[src/rtl/rd_sched_pkg.sv]
// Shared AXI read-scheduler types: FSM state enum, master-ID field position, round-robin pick.
// AXI_IDS_BITS normally comes from the AXI define file; a fallback keeps this slice self-contained.
`ifndef AXI_IDS_BITS
`define AXI_IDS_BITS 8
`endif

package rd_sched_pkg;

  typedef enum logic [1:0] {
    IDLE = 2'd0,
    ADDR = 2'd1,
    DATA = 2'd2
  } rd_state_e;

  localparam int MID_LSB = 4;
  localparam int MID_MSB = 7;
  localparam int MID_W   = MID_MSB - MID_LSB + 1;

  // On a tie the master that did not win last time is chosen.
  function automatic logic rr_pick(input logic m0_valid, input logic m1_valid,
                                   input logic last_grant);
    logic pick;
    if (m0_valid && m1_valid) begin
      pick = ~last_grant;
    end else begin
      pick = m1_valid;
    end
    return pick;
  endfunction

endpackage

[src/rtl/rd_sched.sv]
// Two-master AXI read-address scheduler allowing a single outstanding read.
// Optional read-data watchdog enabled by defining RD_SCHED_TIMEOUT_EN.
module rd_sched
  import rd_sched_pkg::*;
#(
  parameter int TIMEOUT_CYC = 256
) (
  input  logic                       clk,
  input  logic                       rst,
  input  logic                       M0_ARValid,
  input  logic                       M1_ARValid,
  output logic                       M0_ARReady,
  output logic                       M1_ARReady,
  output logic                       O_ARValid,
  input  logic                       O_ARReady,
  output logic                       O_Sel,
  input  logic                       R_Valid,
  input  logic                       R_Ready,
  input  logic                       R_Last,
  input  logic [`AXI_IDS_BITS-1:0]   R_ID,
  output logic                       O_Busy,
  output logic                       O_Timeout
);

  rd_state_e state_q, state_d;
  logic      sel_q, sel_d;
  logic      last_grant_q, last_grant_d;
  logic      grant;
  logic      r_done;

  assign r_done = R_Valid && R_Ready && R_Last &&
                  (R_ID[MID_MSB:MID_LSB] == MID_W'(sel_q));
  assign grant  = rr_pick(M0_ARValid, M1_ARValid, last_grant_q);

`ifdef RD_SCHED_TIMEOUT_EN
  localparam int CNT_W = (TIMEOUT_CYC > 1) ? $clog2(TIMEOUT_CYC) : 1;
  logic [CNT_W-1:0] cnt_q, cnt_d;
  logic             timeout_q, timeout_d;
`endif

  always_comb begin
    state_d      = state_q;
    sel_d        = sel_q;
    last_grant_d = last_grant_q;
`ifdef RD_SCHED_TIMEOUT_EN
    cnt_d        = cnt_q;
    timeout_d    = 1'b0;
`endif
    case (state_q)
      IDLE: begin
        if (M0_ARValid || M1_ARValid) begin
          sel_d        = grant;
          last_grant_d = grant;
          state_d      = ADDR;
        end
      end
      ADDR: begin
        if (O_ARReady) begin
          state_d = DATA;
`ifdef RD_SCHED_TIMEOUT_EN
          cnt_d   = '0;
`endif
        end
      end
      DATA: begin
        // Completion takes priority over the watchdog in the same cycle.
        if (r_done) begin
          state_d = IDLE;
        end
`ifdef RD_SCHED_TIMEOUT_EN
        else if (cnt_q == CNT_W'(TIMEOUT_CYC - 1)) begin
          state_d   = IDLE;
          timeout_d = 1'b1;
        end else begin
          cnt_d = cnt_q + 1'b1;
        end
`endif
      end
      default: state_d = IDLE;
    endcase
  end

  always_ff @(posedge clk or negedge rst) begin
    if (!rst) begin
      state_q      <= IDLE;
      sel_q        <= 1'b0;
      last_grant_q <= 1'b1;
    end else begin
      state_q      <= state_d;
      sel_q        <= sel_d;
      last_grant_q <= last_grant_d;
    end
  end

`ifdef RD_SCHED_TIMEOUT_EN
  always_ff @(posedge clk or negedge rst) begin
    if (!rst) begin
      cnt_q     <= '0;
      timeout_q <= 1'b0;
    end else begin
      cnt_q     <= cnt_d;
      timeout_q <= timeout_d;
    end
  end

  assign O_Timeout = timeout_q;
`else
  assign O_Timeout = 1'b0;
`endif

  assign O_ARValid  = (state_q == ADDR);
  assign O_Sel      = sel_q;
  assign O_Busy     = (state_q != IDLE);
  assign M0_ARReady = (state_q == ADDR) && !sel_q && O_ARReady;
  assign M1_ARReady = (state_q == ADDR) &&  sel_q && O_ARReady;

endmodule

[config.mk]
export PLATFORM = sky130hd
export DESIGN_NAME = rd_sched
export DESIGN_NICKNAME = d
export VERILOG_FILES = /design/src/rtl/rd_sched_pkg.sv /design/src/rtl/rd_sched.sv
export SDC_FILE = /design/constraint.sdc
export NUM_CORES = 1
export LEC_CHECK = 0
export ABC_CLOCK_PERIOD_IN_PS = 1580
export CAP_MARGIN = 5
export CORE_AREA = 5 5 42 44
export CTS_BUF_LIST = sky130_fd_sc_hd__clkbuf_2 sky130_fd_sc_hd__clkbuf_4 sky130_fd_sc_hd__clkbuf_8
export CTS_CLUSTER_SIZE = 25
export DETAILED_ROUTE_END_ITERATION = 12
export DIE_AREA = 0 0 47 49
export HOLD_SLACK_MARGIN = 0.15
export PLACE_DENSITY = 0.62
export SLEW_MARGIN = 20
export SYNTH_ARGS = -nofsm -noshare
export SYNTH_HDL_FRONTEND = slang
export SYNTH_SLANG_ARGS = --single-unit
[constraint.sdc]
create_clock -name clk -period 1.58 [get_ports clk]
set_input_delay 0.237 -clock clk [delete_from_list [all_inputs] [get_ports clk]]
set_output_delay 0.237 -clock clk [all_outputs]
set_load 0.01 [all_outputs]
# [After elaboration in Yosys (flattened, before gate mapping)]
# Cells that the tools add are included.
[word_totals] output_inout_bits=6 romBits=0 ff_bits=4 ramBits=0 latchBits=0 inputBits=16 n_memories=0
[classes] n_mux=5 div=0 multipliers=0 eq_ne=6 addsub=0 n_shift=0 n_reduce_logical=14 n_lt_le_gt_ge=0 n_bitwise=1
[op_table] cell="$logic_and A1 B1 Y1" count=8
[op_table] cell="$mux W2" count=3
[op_table] cell="$pmux W2 S3" count=1
[op_table] cell="$eq A4 B1 Y1" count=1
[op_table] cell="$ne A2 B2 Y1 const B" count=2
[op_table] cell="$reduce_and A3 Y1" count=1
[op_table] cell="$eq A2 B1 Y1 const B" count=1
[op_table] cell="$eq A2 B2 Y1 const B" count=1
[op_table] cell="$logic_not A2 Y1" count=1
[op_table] cell="$ne A2 B1 Y1 const B" count=1
[op_table] cell="$reduce_and A2 Y1" count=1
[op_table] cell="$reduce_bool A2 Y1" count=1
[op_table] cell="$logic_not A1 Y1" count=1
[op_table] cell="$logic_or A1 B1 Y1" count=1
[op_table] cell="$mux W1" count=1
[op_table] cell="$not A1 Y1" count=1

# [Logic depth before layout (Yosys ltp)]
# Gate-level depths: netlist (run 1).
[logic_depth] depth_word=5 mapped_depth=3

# [Worst setup path after synthesis (run 1)]
# No wires, ideal clock.
[synth_path] kind="flip-flop to output port" start="register state_q[1]" end="output M0_ARReady" path_slack_ns=0.439 path_buffers=0 arrival_time_ns=0.904 stages_incl_launch_ff=4 path_cell_list="dfrtp_1 and2b_1 nand2_1 nor2_1"
[synth_between] elab_chain_len=3
[synth_lines] item="from (decl)" line_no="rd_sched.sv:25" source="rd_state_e state_q, state_d;"
[synth_lines] item="from (signal assigned)" line_no="rd_sched.sv:89" source="state_q <= state_d;"
[synth_lines] item="$eq A2 B1 Y1"
[synth_lines] item="net O_ARValid" line_no="rd_sched.sv:14" source="output logic O_ARValid,"
[synth_lines] item="$logic_and A1 B1 Y1 (2 in a row)" line_no="rd_sched.sv:114" source="assign M0_ARReady = (state_q == ADDR) && !sel_q && O_ARReady;"
[synth_lines] item="to (decl)" line_no="rd_sched.sv:12" source="output logic M0_ARReady,"
# The timed path passes the listed nets, and every way through them passes these cells.

# [Worst setup path in the final report (run 1)]
[layout_path] start="register state_q[0]" end="output M1_ARReady"
[layout_between] elab_chain_len=3
[layout_lines] item="$eq A2 B1 Y1" line_no="rd_sched.sv:115" source="assign M1_ARReady = (state_q == ADDR) && sel_q && O_ARReady;"
[layout_lines] item="$logic_and A1 B1 Y1 (2 in a row)" line_no="rd_sched.sv:115"
[layout_lines] item="to (decl)" line_no="rd_sched.sv:13" source="output logic M1_ARReady,"
# Every way passes these cells.

==> results.toml, run 1 <==
[clock_tree]
cts_setup_buffers = 0
root_buffer = "clkbuf_4"
clockBufferDepth = 2
cts.clk_slew.worst_paths_ns = 0.04
cts_tree = "yes"
cts_sinks = 4
ctsResizeCount = 4
postCtsHoldBufs = 0
clk_latency_ns = 0.23
numCtsBuffers = 3
htree_levels = 1

[critical_path]
crit_family = "flip-flops"
crit_arrival_ns = 1.25
crit_start = "state_q[0]"
slowest_delay_ns = 0.37
cp_data_required_time_ns = 1.34
r2r-start = "state_q[0]"
critPathKind = "register to output pin"
worst_r2r_endpoint = "O_Sel"
setup.worst_path.start_class = "register"
ff2ff_path_depth = 5
endpoint_kind = "output pin"
cp_slowest_cell = "dfrtp_1"
path_depth = 3
crit_end = "M1_ARReady"
worst-path-buf-inv = 1
regToRegSetupSlack_ns = 0.46
crit_path_cell_trace = "and2b_1, and3_2, dlygate4sd2_1"
worst-path-max-fanout = 3

[logic_synthesis]
yosysUniqueCellTypes = 19
synthSimpleGateAreaFrac_pct = 22.2
synthesis.nets = 39
synth_seq_cells = 4
synth_fa_ha_area_share_pct = 0
synth_compound_area_share_pct = 22.2
synth_top_family_by_area = "simple AND/OR/NAND/NOR gates"
syn_inst = 23
synthTopCellsByCount = "dfrtp_1 (3), nand2_1 (3)"
avgSynthCellArea_um2 = 9.79
netlist_area_um2 = 225
yosysWarnings = 0
synth.top_cells.by_area = "dfrtp_1 (33%), dfstp_2 (12%), o41ai_2 (7.2%), nand2_1 (5.0%), a32o_1 (4.4%)"
synth_top_area_cell = "dfrtp_1"
synth_mux_area_share_pct = 0
ys_async_sr_fraction_pct = 100
synth_edf_count = 0
synth_top_area_share_pct = 33.3
synth_flop_cell = "dfrtp_1"
seq_area_frac_synth_pct = 45.0
synth-xor-area-share_pct = 3.89

[timing]
grt_setup_unrepaired = "false"
final.setup.tns_ns = 0
max_freq_ghz = 0.674
hold_slack_ns = 0.199
setup_viol_count_final = 0
post-route-period-util_pct = 93.9
skew_ns = 0.00442
period_needed_ns = 1.48
slew_violations = 0
hold_viol = 0

[global_routing]
grt_util_all_layers_pct = 6.00
globalRoute.totalOverflow = 0
grt_pass1_wl_um = 931
grt_max_degree = 6
grt_pass1_vias = 238
antenna_found_initial = 0

[die]
pin_count = 22
fp.dieW_um = 47
rows = 14
coreArea_um2 = 1400
die_h_um = 49
die_area_um2 = 2300
initial_core_util_pct = 16.1

[power_and_ir_drop]
p_comb_share_pct = 51.3
power_frac_seq_pct = 27.6
cellPowerDensity_nw_per_um2 = 1590
vdd_drop_max_v = 0.000570
intPower_uw = 491
p_leak_uw = 0.000208
power_uw = 733
swShare_pct = 32.9
clkPwrFrac_pct = 21.1
power_switching_uw = 241

[routing]
firstDrtPassIters = 1
wl_um = 601
ant_nets = 0
viasPerCell = 4.00
drtIter0Drc = 0
drc_errors = 0
vias = 252
wl_per_cell_um = 9.54

[flow_run]
drv_cap = 0

[place]
placed_cell_area_um2 = 435
dpl.cell_count = 59
gp_congestion = 0.694
io_buffers = 16

[finish]
nets = 64
stdcell_area_um2 = 460
syn2layout_area_growth_pct = 104
drive_gt1_share_pct = 27.7
stdcell_count = 63
num_antenna_cells = 0

[status]
status = "finished clean"

[hold_path]
hold_class = "input port to async pin"
-- power groups by stage --
stage | sequential (uW) | clock [uW] | combinational, uW
detailed placement | 205 | 0 | 415
CTS | 204 | 166 | 384
floorplan | 219 | 0 | 156
global placement | 203 | 0 | 406
finish | 202 | 155 | 376
global route | 209 | 170 | 417
-- final cells by class --
type	instances	area, um2
Clock buffer	4	30.0
Timing Repair Buffer	21	193
Sequential cell	4	101
Multi-Input combinational cell	17	113
Inverter	1	3.75
Tap cell	16	20.0
Fill cell	168	941
-- cells by family (layout without fill, tap and decap cells) --
family | Yosys count | in the layout
xor gates and xnor gates | 1 | 1
buffers and inverters | 2 | 26
other | 1 | 1
and+or+nand+nor | 9 | 9
AOI/OAI and AO/OA | 6 | 6
DFF | 4 | 4
-- cells in the final DEF, fill, tap and decap left out --
master and instances:
nor2_1 1, nand2_1 3, inv_1 1, buf_4 5
nand4b_1 1, dfstp_2 1, a21oi_1 1, conb_1 1
a211oi_1 1, clkbuf_4 4, o41ai_2 1, xor2_1 1
a31oi_1 1, dlygate4sd2_1 4, a32o_1 1, o21ai_1 1
and3_2 1, and2b_1 1, nor3_1 1, nor2_2 1
clkdlybuf4s50_1 12, dfrtp_1 3
-- routing by layer --
metal | global-route usage (%) | wire length (um) | share of wire, % | vias to the layer above
li1 | - | - | - | 129
met1 | 5.76 | 218 | 36 | 114
met2 | 8.14 | 293 | 49 | 9
met3 | 2.95 | 89 | 15 | 0
met4 | 6.91 | 0 | 0 | 0
met5 | 0 | 0 | 0 | -
-- state kept, by name (all words and copies together), names as in the netlist --
register and flops:
O_Sel 1, last_grant_q 1, state_q 2
-- through the flow --
stage               util [%]  setup WS, ns
floorplan                  -         0.439
global placement        31.1       -0.0894
detailed placement      31.1       -0.0991
CTS                     32.9        0.0756
global route            32.9       0.00326
finish                  32.9        0.0963
-- worst min path at each step --
stage | cells past startpoint | slack [ns] | end | from
floorplan | 0 | -0.06 | O_Sel | rst
global placement | 1 | 0.44 | O_Sel | rst
detailed placement | 1 | 0.45 | O_Sel | rst
CTS | 1 | 0.19 | state_q[1] | rst
global route | 1 | 0.20 | state_q[1] | rst
finish | 1 | 0.20 | state_q[1] | rst
Power figures use the tool's default switching activity.
==> run 2, diff against run 1 <==
Settings changed: CTS_CLUSTER_SIZE 25 to 12.
==> results of run 2 <==
Same layout as run 1: the final DEF is identical, and so are final timing and power.
